### src/rtl/tawas_pkg.sv
`default_nettype none
// ============================================================================
// Module   : tawas_pkg
// Brief    : Shared tawas core types and constants (PC width, slice count,
//            slice index and PC typedefs).
// Revision : 1.0 - initial release
// ============================================================================
package tawas_pkg;

  localparam int TAWAS_PC_W       = 24;
  localparam int TAWAS_NUM_SLICES = 4;

  typedef logic [1:0]            slice_t;
  typedef logic [TAWAS_PC_W-1:0] pc_t;

endpackage
`default_nettype wire

### src/rtl/tawas_rtn_stack_if.sv
`default_nettype none
// ============================================================================
// Module   : tawas_rtn_stack_if
// Brief    : Fetch <-> return-stack interface. Fetch is the master; the
//            return-address stack is the slave.
// Revision : 1.0 - initial release
// ============================================================================
interface tawas_rtn_stack_if
  import tawas_pkg::*;
#(
  parameter int PC_W = TAWAS_PC_W
);

  slice_t            slice;
  logic              pc_store;
  logic [PC_W-1:0]   pc_out;
  logic              pc_restore;
  logic [PC_W-1:0]   pc_rtn;

  modport master (
    output slice, pc_store, pc_out, pc_restore,
    input  pc_rtn
  );

  modport slave (
    input  slice, pc_store, pc_out, pc_restore,
    output pc_rtn
  );

endinterface
`default_nettype wire

### src/rtl/tawas_rtn_lifo.sv
`default_nettype none
// ============================================================================
// Module   : tawas_rtn_lifo
// Brief    : One circular return-address LIFO. Push overwrites the oldest
//            entry when full; push+pop replaces the top entry.
// Revision : 1.0 - initial release
// ============================================================================
module tawas_rtn_lifo
  import tawas_pkg::*;
#(
  parameter int DEPTH = 8,
  parameter int PC_W  = TAWAS_PC_W,
  parameter int CNT_W = $clog2(DEPTH) + 1
) (
  input  wire logic             clk,
  input  wire logic             rst,
  input  wire logic             push,
  input  wire logic             pop,
  input  wire logic [PC_W-1:0]  wdata,
  output logic      [PC_W-1:0]  top,
  output logic      [CNT_W-1:0] count,
  output logic                  ovf_pulse,
  output logic                  unf_pulse
);

  localparam int               PTR_W = $clog2(DEPTH);
  localparam logic [CNT_W-1:0] FULL  = CNT_W'(DEPTH);

  logic [PC_W-1:0]  mem [DEPTH];
  logic [PTR_W-1:0] ptr;
  logic [PTR_W-1:0] ptr_nxt;
  logic [CNT_W-1:0] cnt_nxt;
  logic [PTR_W-1:0] wr_addr;
  logic             wr_en;
  logic             empty;
  logic             full;

  assign empty     = (count == '0);
  assign full      = (count == FULL);
  assign top       = mem[ptr - 1'b1];
  assign ovf_pulse = push && !pop && full;
  assign unf_pulse = pop && empty;

  // Next-state decode: push (or push+pop on empty), replace-top, or pop.
  always_comb begin
    wr_en   = 1'b0;
    wr_addr = ptr;
    ptr_nxt = ptr;
    cnt_nxt = count;
    if (push && (!pop || empty)) begin
      wr_en   = 1'b1;
      wr_addr = ptr;
      ptr_nxt = ptr + 1'b1;
      cnt_nxt = full ? count : count + 1'b1;
    end else if (push && pop) begin
      wr_en   = 1'b1;
      wr_addr = ptr - 1'b1;
    end else if (pop && !empty) begin
      ptr_nxt = ptr - 1'b1;
      cnt_nxt = count - 1'b1;
    end
  end

  // Pointer and occupancy registers.
  always_ff @(posedge clk) begin
    if (rst) begin
      ptr   <= '0;
      count <= '0;
    end else begin
      ptr   <= ptr_nxt;
      count <= cnt_nxt;
    end
  end

  // Entry storage is not reset; a write in a reset cycle is discarded.
  always_ff @(posedge clk) begin
    if (wr_en && !rst) begin
      mem[wr_addr] <= wdata;
    end
  end

endmodule
`default_nettype wire

### src/rtl/tawas_rtn_stack.sv
`default_nettype none
// ============================================================================
// Module   : tawas_rtn_stack
// Brief    : Per-slice hardware return-address stack (four LIFOs). Presents
//            the selected slice's top-of-stack combinationally on pc_rtn and
//            keeps sticky overflow/underflow flags per slice.
// Revision : 1.0 - initial release
// ============================================================================
module tawas_rtn_stack
  import tawas_pkg::*;
#(
  parameter int              DEPTH    = 8,
  parameter int              PC_W     = TAWAS_PC_W,
  parameter logic [PC_W-1:0] EMPTY_PC = '0
) (
  input  wire logic                                        clk,
  input  wire logic                                        rst,
  tawas_rtn_stack_if.slave                                 bus,
  output logic [TAWAS_NUM_SLICES*($clog2(DEPTH)+1)-1:0]    rtn_depth,
  output logic [TAWAS_NUM_SLICES-1:0]                      rtn_ovf,
  output logic [TAWAS_NUM_SLICES-1:0]                      rtn_unf,
  input  wire logic [TAWAS_NUM_SLICES-1:0]                 err_clr
);

  localparam int DW = $clog2(DEPTH) + 1;

  logic [PC_W-1:0]             top_arr [TAWAS_NUM_SLICES];
  logic [DW-1:0]               cnt_arr [TAWAS_NUM_SLICES];
  logic [TAWAS_NUM_SLICES-1:0] ovf_pulse;
  logic [TAWAS_NUM_SLICES-1:0] unf_pulse;

  for (genvar g = 0; g < TAWAS_NUM_SLICES; g++) begin : g_slice
    logic sel;
    assign sel = (bus.slice == slice_t'(g));

    tawas_rtn_lifo #(
      .DEPTH (DEPTH),
      .PC_W  (PC_W),
      .CNT_W (DW)
    ) u_lifo (
      .clk       (clk),
      .rst       (rst),
      .push      (bus.pc_store && sel),
      .pop       (bus.pc_restore && sel),
      .wdata     (bus.pc_out),
      .top       (top_arr[g]),
      .count     (cnt_arr[g]),
      .ovf_pulse (ovf_pulse[g]),
      .unf_pulse (unf_pulse[g])
    );

    assign rtn_depth[g*DW +: DW] = cnt_arr[g];
  end

  // Selected slice's top-of-stack, or EMPTY_PC when that stack is empty.
  always_comb begin
    bus.pc_rtn = top_arr[bus.slice];
    if (cnt_arr[bus.slice] == '0) begin
      bus.pc_rtn = EMPTY_PC;
    end
  end

  // Sticky error flags: a new event in the clearing cycle keeps the flag set.
  always_ff @(posedge clk) begin
    if (rst) begin
      rtn_ovf <= '0;
      rtn_unf <= '0;
    end else begin
      rtn_ovf <= (rtn_ovf & ~err_clr) | ovf_pulse;
      rtn_unf <= (rtn_unf & ~err_clr) | unf_pulse;
    end
  end

endmodule
`default_nettype wire

### src/flat_wrapper.sv
// flat-port wrapper written by rule: the top's interface ports become plain ports
module tawas_rtn_stack_flat import tawas_pkg::*;
#(
  parameter int              DEPTH    = 8,
  parameter int              PC_W     = TAWAS_PC_W,
  parameter logic [PC_W-1:0] EMPTY_PC = '0
)
  (clk, rst, rtn_depth, rtn_ovf, rtn_unf, err_clr, bus_slice, bus_pc_store, bus_pc_out, bus_pc_restore, bus_pc_rtn);
  tawas_rtn_stack_if #(.PC_W(PC_W)) bus_i ();
  input  wire logic clk;
  input  wire logic rst;
  output logic [TAWAS_NUM_SLICES*($clog2(DEPTH)+1)-1:0] rtn_depth;
  output logic [TAWAS_NUM_SLICES-1:0] rtn_ovf;
  output logic [TAWAS_NUM_SLICES-1:0] rtn_unf;
  input  wire logic [TAWAS_NUM_SLICES-1:0] err_clr;
  input wire logic [$bits(bus_i.slice)-1:0] bus_slice;
  input wire logic [$bits(bus_i.pc_store)-1:0] bus_pc_store;
  input wire logic [$bits(bus_i.pc_out)-1:0] bus_pc_out;
  input wire logic [$bits(bus_i.pc_restore)-1:0] bus_pc_restore;
  output wire logic [$bits(bus_i.pc_rtn)-1:0] bus_pc_rtn;
  assign bus_i.slice = bus_slice;
  assign bus_i.pc_store = bus_pc_store;
  assign bus_i.pc_out = bus_pc_out;
  assign bus_i.pc_restore = bus_pc_restore;
  assign bus_pc_rtn = bus_i.pc_rtn;
  tawas_rtn_stack #(.DEPTH(DEPTH), .PC_W(PC_W), .EMPTY_PC(EMPTY_PC)) u_core (.clk(clk), .rst(rst), .bus(bus_i), .rtn_depth(rtn_depth), .rtn_ovf(rtn_ovf), .rtn_unf(rtn_unf), .err_clr(err_clr));
endmodule
### config.mk
export PLATFORM = sky130hd
export DESIGN_NAME = tawas_rtn_stack_flat
export DESIGN_NICKNAME = d
export VERILOG_FILES = /design/src/rtl/tawas_pkg.sv /design/src/rtl/tawas_rtn_stack_if.sv /design/src/rtl/tawas_rtn_lifo.sv /design/src/rtl/tawas_rtn_stack.sv /design/src/flat_wrapper.sv
export SDC_FILE = /design/constraint.sdc
export NUM_CORES = 1
export LEC_CHECK = 0
export BUFFER_PORTS_ARGS = -buffer_cell sky130_fd_sc_hd__buf_2
export CAP_MARGIN = 20
export CORE_MARGIN = 2
export CORE_UTILIZATION = 56
export DETAILED_ROUTE_END_ITERATION = 7
export HOLD_SLACK_MARGIN = 0.08
export PLACE_DENSITY = 0.79
export RECOVER_POWER = 50
export SLEW_MARGIN = 20
export SYNTH_ARGS = -nofsm -noshare
export SYNTH_HDL_FRONTEND = slang
export SYNTH_HIERARCHICAL = 1
export SYNTH_SLANG_ARGS = --single-unit
export TNS_END_PERCENT = 30
### constraint.sdc
create_clock -name clk -period 3.41 [get_ports clk]
set_input_delay 0.1705 -clock clk [delete_from_list [all_inputs] [get_ports clk]]
set_output_delay 0.1705 -clock clk [all_outputs]
set_load 0.02 [all_outputs]
==> impl_results.md, run 1 <==
* Status: finished, violations left
* Failing checks: max-capacitance violations, max-slew violations
* Clock Power Share at 31.4%
* Final hold viol count at 0
* Post-synth EDFFs at 768
* Die area at 60,340 um^2
* Multi-input gate area at 8549 um^2
* Post-synth net total at 1,619
* Clk sinks at 804
* Total CTS buffers at 81
* Vias in the first global route at 17,270
* Buffers on Ports at 81
* # rows at 88
* Initial antenna violation count at 5
* Worst setup endpoint: bus_pc_rtn[13]
* Vias at 17,170
* Tightest Pin Transition at 1.708 ns
* R2r worst-path depth at 6
* Max cap viols at 2
* Crit path capture type: output port
* Antenna cells at 0
* Total GRT Usage at 27.24%
* Fin crit period at 3.403 ns
* Syn avg cell area at 20.84 um^2
* Nets at 1,817
* Area share of the largest cell type after synthesis at 70.53%
* Initial Util at 56.67%
* CTS H-Tree Depth at 3
* CP Class: flop to output port
* DRC violations left at 0
* Register area share after synthesis at 72.74%
* Crit path max fanout at 5
* Pint at 20.48 mW
* Synth warnings at 6
* Most frequent cell after synthesis: edfxtp_1
* RSZ-0062 raised after global routing: true
* Pins over their slew limit at 66
* Net Switching at 8.391 mW
* Clock skew at 0.02538 ns
* Critical Path AT at 3.23 ns
* Initial DRT Pass Iterations at 5
* HP Class: input pin to flop
* GPL Wtd Cong at 0.8322
* Top post-synthesis cells by count: edfxtp_1, mux4_2, mux2_2
* HPWL Detailed at 43,800 um
* Final wirelength at 83,470 um
* Antenna-violating nets left at 0
* Largest net degree at the start of global routing at 51
* Cell mode on critical path: mux4_2
* Max rail drop VDD at 0.0007854 V
* CTS tree: yes
* Ys flop type: edfxtp_1
* CP Launch Point: u_core/g_slice[2].u_lifo/ptr[0]$_SDFFE_PP0P_
* Die height at 245.6 um
* Global-route wire length before repair at 117,300 um
* Fill cell total of the finished layout at 3,527
* Leak at 12.22 nW
* Slew HR at -13.87%
* Final core occ at 66.21%
* Synthesized netlist cell count at 1,569
* Reg area at 23,810 um^2
* FF-to-FF Start: u_core/g_slice[3].u_lifo/count[0]$_SDFFE_PP0P_
* Cell Area, Synth at 32,700 um^2
* WHS at 0.1719 ns
* CP startpoint kind: flop
* Largest area contributor in the netlist: edfxtp_1
* Combinational share of power at 29.8%
* Sequential group share of total power at 38.8%
* Largest cells by area after synthesis: edfxtp_1, mux4_2, mux2_2
* Final period utilization at 99.79%
* Die Span X at 245.6 um
* Largest stage delay, worst path at 0.56 ns
* # IOs at 82
* Max clock buf depth at 3
* Synth-to-layout area growth at 16.83%
* Async SR Flop Fraction at 0%
* R2r endpoint: u_core/g_slice[3].u_lifo/mem[4][18]$_DFFE_PP_
* Worst-path clk slew at 0.06 ns
* Core ar. at 57,700 um^2
* Post-synthesis cell type count at 71
* Layout cell share with drive strength beyond 1 at 35.35%
* Routed len/inst at 32.09 um
* Pwr dens at 755.7 nW/um^2
* DRT iter0 DRCs at 1,969
* Crit-path slowest cell: mux4_2
* Sw frac at 29.07%
* Worst-Skew Late Latency at 0.63 ns
* Via density at 6.602
* R2R Setup Slk at 0.24 ns
* Worst path cell trace: inv_1 -> ha_4 -> buf_6 -> clkbuf_16 -> mux4_2 -> mux2_4 -> mux4_2 -> a21boi_1 -> buf_2
* Yosys reg bits at 804
* Critical Path RT at 3.24 ns
* Root Driver: clkbuf_16
* Gr ovfl total at 0
* Fmax at 293.9 MHz
* Finish-stage setup viols at 0
-- metal layers --
metal  vias up  global-route usage, %  part of all wire, %
met2      1102                  43.97                   49
met4         8                  10.14                  3.6
li1       6909                      -                    -
met1      8985                  36.65                   36
met3       167                  6.308                   11
met5         -                      0                0.047
-- stage by stage --
| step | instance area (um^2) | cells | worst slack, ns | TNS, ns | total power, mW |
|---|---|---|---|---|---|
| finish | 38200 | 2601 | 0.007275 | 0 | 28.87 |
| global route | 38200 | 2601 | -0.03364 | -0.2728 | 29.61 |
| CTS | 37910 | 2584 | -0.02278 | -0.06570 | 28.15 |
| detailed placement | 34450 | 2392 | 0.3903 | 0 | 18.15 |
| global placement | 34450 | 2392 | 0.4883 | 0 | 18.00 |
| floorplan | 32710 | 1569 | -0.09914 | -19.03 | 15.88 |
-- worst min-delay path by stage --
stage	start	endpoint	slack, ns	cells past startpoint
after floorplan	rst	u_core/g_slice[0].u_lifo/count[0]$_SDFFE_PP0P_	0.24	1
after global placement	u_core/rtn_unf[1]$_SDFF_PP0_	u_core/rtn_unf[1]$_SDFF_PP0_	0.46	2
after detailed placement	u_core/rtn_unf[1]$_SDFF_PP0_	u_core/rtn_unf[1]$_SDFF_PP0_	0.47	2
after CTS	bus_pc_out[7]	u_core/g_slice[2].u_lifo/mem[7][7]$_DFFE_PP_	0.08	1
after global routing	bus_pc_store	u_core/g_slice[1].u_lifo/ptr[0]$_SDFFE_PP0P_	0.22	4
final	bus_pc_restore	u_core/rtn_unf[1]$_SDFF_PP0_	0.17	5
-- state kept, by name, indices dropped and copies added, names as in the netlist --
signal,cells
u_core/g_slice.u_lifo/count,16
u_core/g_slice.u_lifo/mem,768
u_core/g_slice.u_lifo/ptr,12
u_core/rtn_ovf,4
u_core/rtn_unf,4
-- power by group through the flow --
stage	registers [mW]	logic, mW	clock network [mW]
2_1_floorplan	11.4	4.51	0
3_3_place_gp	11.4	6.62	0
3_5_place_dp	11.4	6.75	0
4_1_cts	11.2	7.83	9.14
5_1_grt	11.2	8.87	9.53
6_report	11.2	8.61	9.06
-- cell usage in the layout (no fill, tap or decap), types with 16 or more instances in the layout --
master           n
nand2_1         16
clkinv_2        17
a21boi_1        17
buf_4           59
nor2_1          47
dfxtp_1         28
mux4_2         216
buf_12          22
mux2_4          21
inv_1           25
edfxtp_1       768
clkbuf_16       93
dlygate4sd3_1   22
buf_2           23
clkbuf_1        65
mux2_2          80
nor2_2          24
a21oi_1         21
-- area by class of cell --
class	instances	area share, %
sequential	804	62.32
clock inverter	45	1.336
timing repair buffer	202	5.352
multi-input combinational	650	22.38
inverter	28	0.2751
clock buffer	107	5.833
tap	765	2.506
-- critical path, delay by kind of cell (launching register included) --
kind                       cells  cell delay (ns)
adders and majority gates      1             0.33
muxes                          3             1.17
AOI/OAI and AO/OA              1             0.16
buffers and inverters          4             0.58
DFF                            1             0.36
-- kinds of logic (layout without fill, tap and decap cells) --
| logic type | after synthesis | count (layout) | synth area share (%) |
|---|---|---|---|
| flops | 804 | 804 | 72.74 |
| mux | 329 | 329 | 18.73 |
| buf+inv | 115 | 382 | 1.726 |
| xor+xnor | 21 | 21 | 0.6429 |
| fa+ha+maj | 16 | 16 | 0.6122 |
| compound gates | 115 | 115 | 2.767 |
| simple gates | 169 | 169 | 2.782 |
-- what timing repair did --
item	CTS	global route
pin swaps	2	3
gates resized for setup	39	29
endpoints found under the setup margin	24	24
endpoints found under the hold margin	436	0
buffers inserted	9	8
hold buffers	22	0
gates cloned	9	10
Power figures use the tool's default switching activity.
==> inputs of run 2 (changes only) <==
- CORE_UTILIZATION: 56 -> 62
- CTS_BUF_LIST: unset -> sky130_fd_sc_hd__clkbuf_16
- PLACE_DENSITY: 0.79 -> 0.83
- clock period: 3.41 -> 3.8 ns (I/O delays scaled with it)
==> run 2 against run 1 <==
  * Clock skew down 0.0019 ns
  * Clock power decreased by 15%
  * Critical endpoint is now bus_pc_rtn[18]
  * First-iteration DRC count is 7.3% higher
  * Highest routed layer is now met4
  * Global-route usage increased by 3.1 points
  * Largest power group unchanged
  * The run still ends with max-capacitance violations, max-slew violations left
==> impl_results.md, run 2 (synthesis results as in run 1) <==
* WHS at 0.1712 ns
* Antenna-violating nets left at 0
* Multi-input gate area at 8422 um^2
* Total GRT Usage at 30.37%
* Crit path max fanout at 20
* Worst-Skew Late Latency at 0.62 ns
* Clk sinks at 804
* Final period utilization at 97.79%
* Die Span X at 233.6 um
* Tightest Pin Transition at 1.600 ns
* Buffers on Ports at 81
* Slew HR at -6.660%
* Max clock buf depth at 3
* Finish-stage setup viols at 0
* Layout cell share with drive strength beyond 1 at 33.20%
* # rows at 84
* Vias at 17,030
* CTS H-Tree Depth at 3
* Clock skew at 0.02351 ns
* DRT iter0 DRCs at 2,112
* Vias in the first global route at 17,220
* Final core occ at 70.38%
* # IOs at 82
* Initial antenna violation count at 1
* HP Class: input pin to flop
* Post-Layout Cell Count at 2,474
* Largest register by flop count: u_core/g_slice.u_lifo/mem
* CP startpoint kind: flop
* Largest regs: u_core/g_slice.u_lifo/mem x768, u_core/g_slice.u_lifo/count x16, u_core/g_slice.u_lifo/ptr x12
* Core ar. at 52,340 um^2
* Pwr dens at 657.3 nW/um^2
* Commonest non-fill, non-tap cells in the layout: edfxtp_1, mux4_2, mux2_2
* Nets at 1,773
* CTS tree: yes
* Routed len/inst at 32.49 um
* Fin crit period at 3.716 ns
* Failing checks: max-capacitance violations, max-slew violations
* Sum Neg Setup Slack at 0 ns
* Largest stage delay, worst path at 0.55 ns
* Largest net degree at the start of global routing at 51
* RSZ-0062 raised after global routing: false
* Root Driver: clkbuf_16
* Pins over their slew limit at 231
* DRC violations left at 0
* Die height at 233.6 um
* Max rail drop VDD at 0.0003693 V
* Worst path cell trace: inv_1 -> ha_4 -> buf_12 -> mux4_2 -> mux2_2 -> mux4_2 -> a21boi_0 -> buf_2
* GPL Wtd Cong at 0.8928
* DP Cell Count at 2,321
* Global-route wire length before repair at 117,600 um
* Total CTS buffers at 78
* Antenna cells at 0
* HPWL Detailed at 45,400 um
* Synth-to-layout area growth at 12.65%
* Leak at 11.65 nW
* Final hold viol count at 0
* Critical Path RT at 3.61 ns
* Fill cell total of the finished layout at 2,900
* Design Area, Final at 36,840 um^2
* Die area at 54,590 um^2
* Placed cell area at 34,300 um^2
* Initial Util at 62.47%
* Post-CTS setup buffers at 0
* Largest register FFs at 768
* Reg area at 23,800 um^2
* Status: finished, violations left
* CP Class: flop to output port
* Initial DRT Pass Iterations at 6
* Final wirelength at 80,380 um
* Cell mode on critical path: mux4_2
* Critical Path AT at 3.53 ns
* Via density at 6.883
* Max cap viols at 7
* Worst-path clk slew at 0.06 ns
* Fmax at 269.1 MHz
* Crit path capture type: output port
* Gr ovfl total at 0
* Commonest non-fill, non-tap cell in the layout: edfxtp_1
* Crit-path slowest cell: mux4_2
run 2: per-stage QoR:
step                      total power, mW  setup WS, ns
after floorplan                     14.25        0.2759
after global placement              16.15        0.6808
after detailed placement            16.36        0.6129
after CTS                           24.24       0.08822
after global routing                24.80      0.009851
final                               24.21       0.08391
run 2: final timing paths:
kind / from / endpoint / slack, ns / cells past startpoint
max: u_core/g_slice[3].u_lifo/ptr[0]$_SDFFE_PP0P_ / bus_pc_rtn[18] / 0.08 / 8
min: bus_pc_store / u_core/g_slice[1].u_lifo/ptr[0]$_SDFFE_PP0P_ / 0.17 / 4
max reg2reg: u_core/g_slice[3].u_lifo/count[0]$_SDFFE_PP0P_ / u_core/g_slice[3].u_lifo/mem[2][18]$_DFFE_PP_ / 0.29 / 6
min reg2reg: u_core/rtn_ovf[2]$_SDFF_PP0_ / u_core/rtn_ovf[2]$_SDFF_PP0_ / 0.50 / 2
run 2: layout make-up:
| class | instances | area share (%) |
|---|---|---|
| Timing Repair Buffer | 161 | 2.972 |
| Multi-Input combinational cell | 650 | 22.86 |
| Sequential cell | 804 | 64.61 |
| Inverter | 28 | 0.2853 |
| Clock buffer | 82 | 5.571 |
| Tap cell | 688 | 2.337 |
| Clock inverter | 61 | 1.365 |
run 2: critical path: cells and delay by family (launching register included):
kind | cells | cell delay [ns]
compound gates | 1 | 0.15
buf+inv | 3 | 0.54
flops | 1 | 0.49
mux | 3 | 1.27
fa+ha+maj | 1 | 0.45
run 2: routing by layer:
| layer | GRT usage (%) | vias up | wire length (um) |
|---|---|---|---|
| met3 | 6.116 | 198 | 8776 |
| met2 | 49.25 | 1115 | 39770 |
| li1 | - | 6811 | - |
| met5 | 0 | - | 0 |
| met4 | 10.50 | 0 | 2655 |
| met1 | 41.83 | 8905 | 29180 |
run 2: report_power, final:
part / switching, mW / internal (mW)
combinational: 3.59 / 2.84
sequential: 0.173 / 9.88
clock: 3.28 / 4.46
run 2: repair_timing:
action	CTS	global route
endpoints found under the hold margin	128	0
resized for setup	4	0
setup endpoints to repair	18	0
hold buffers	10	0
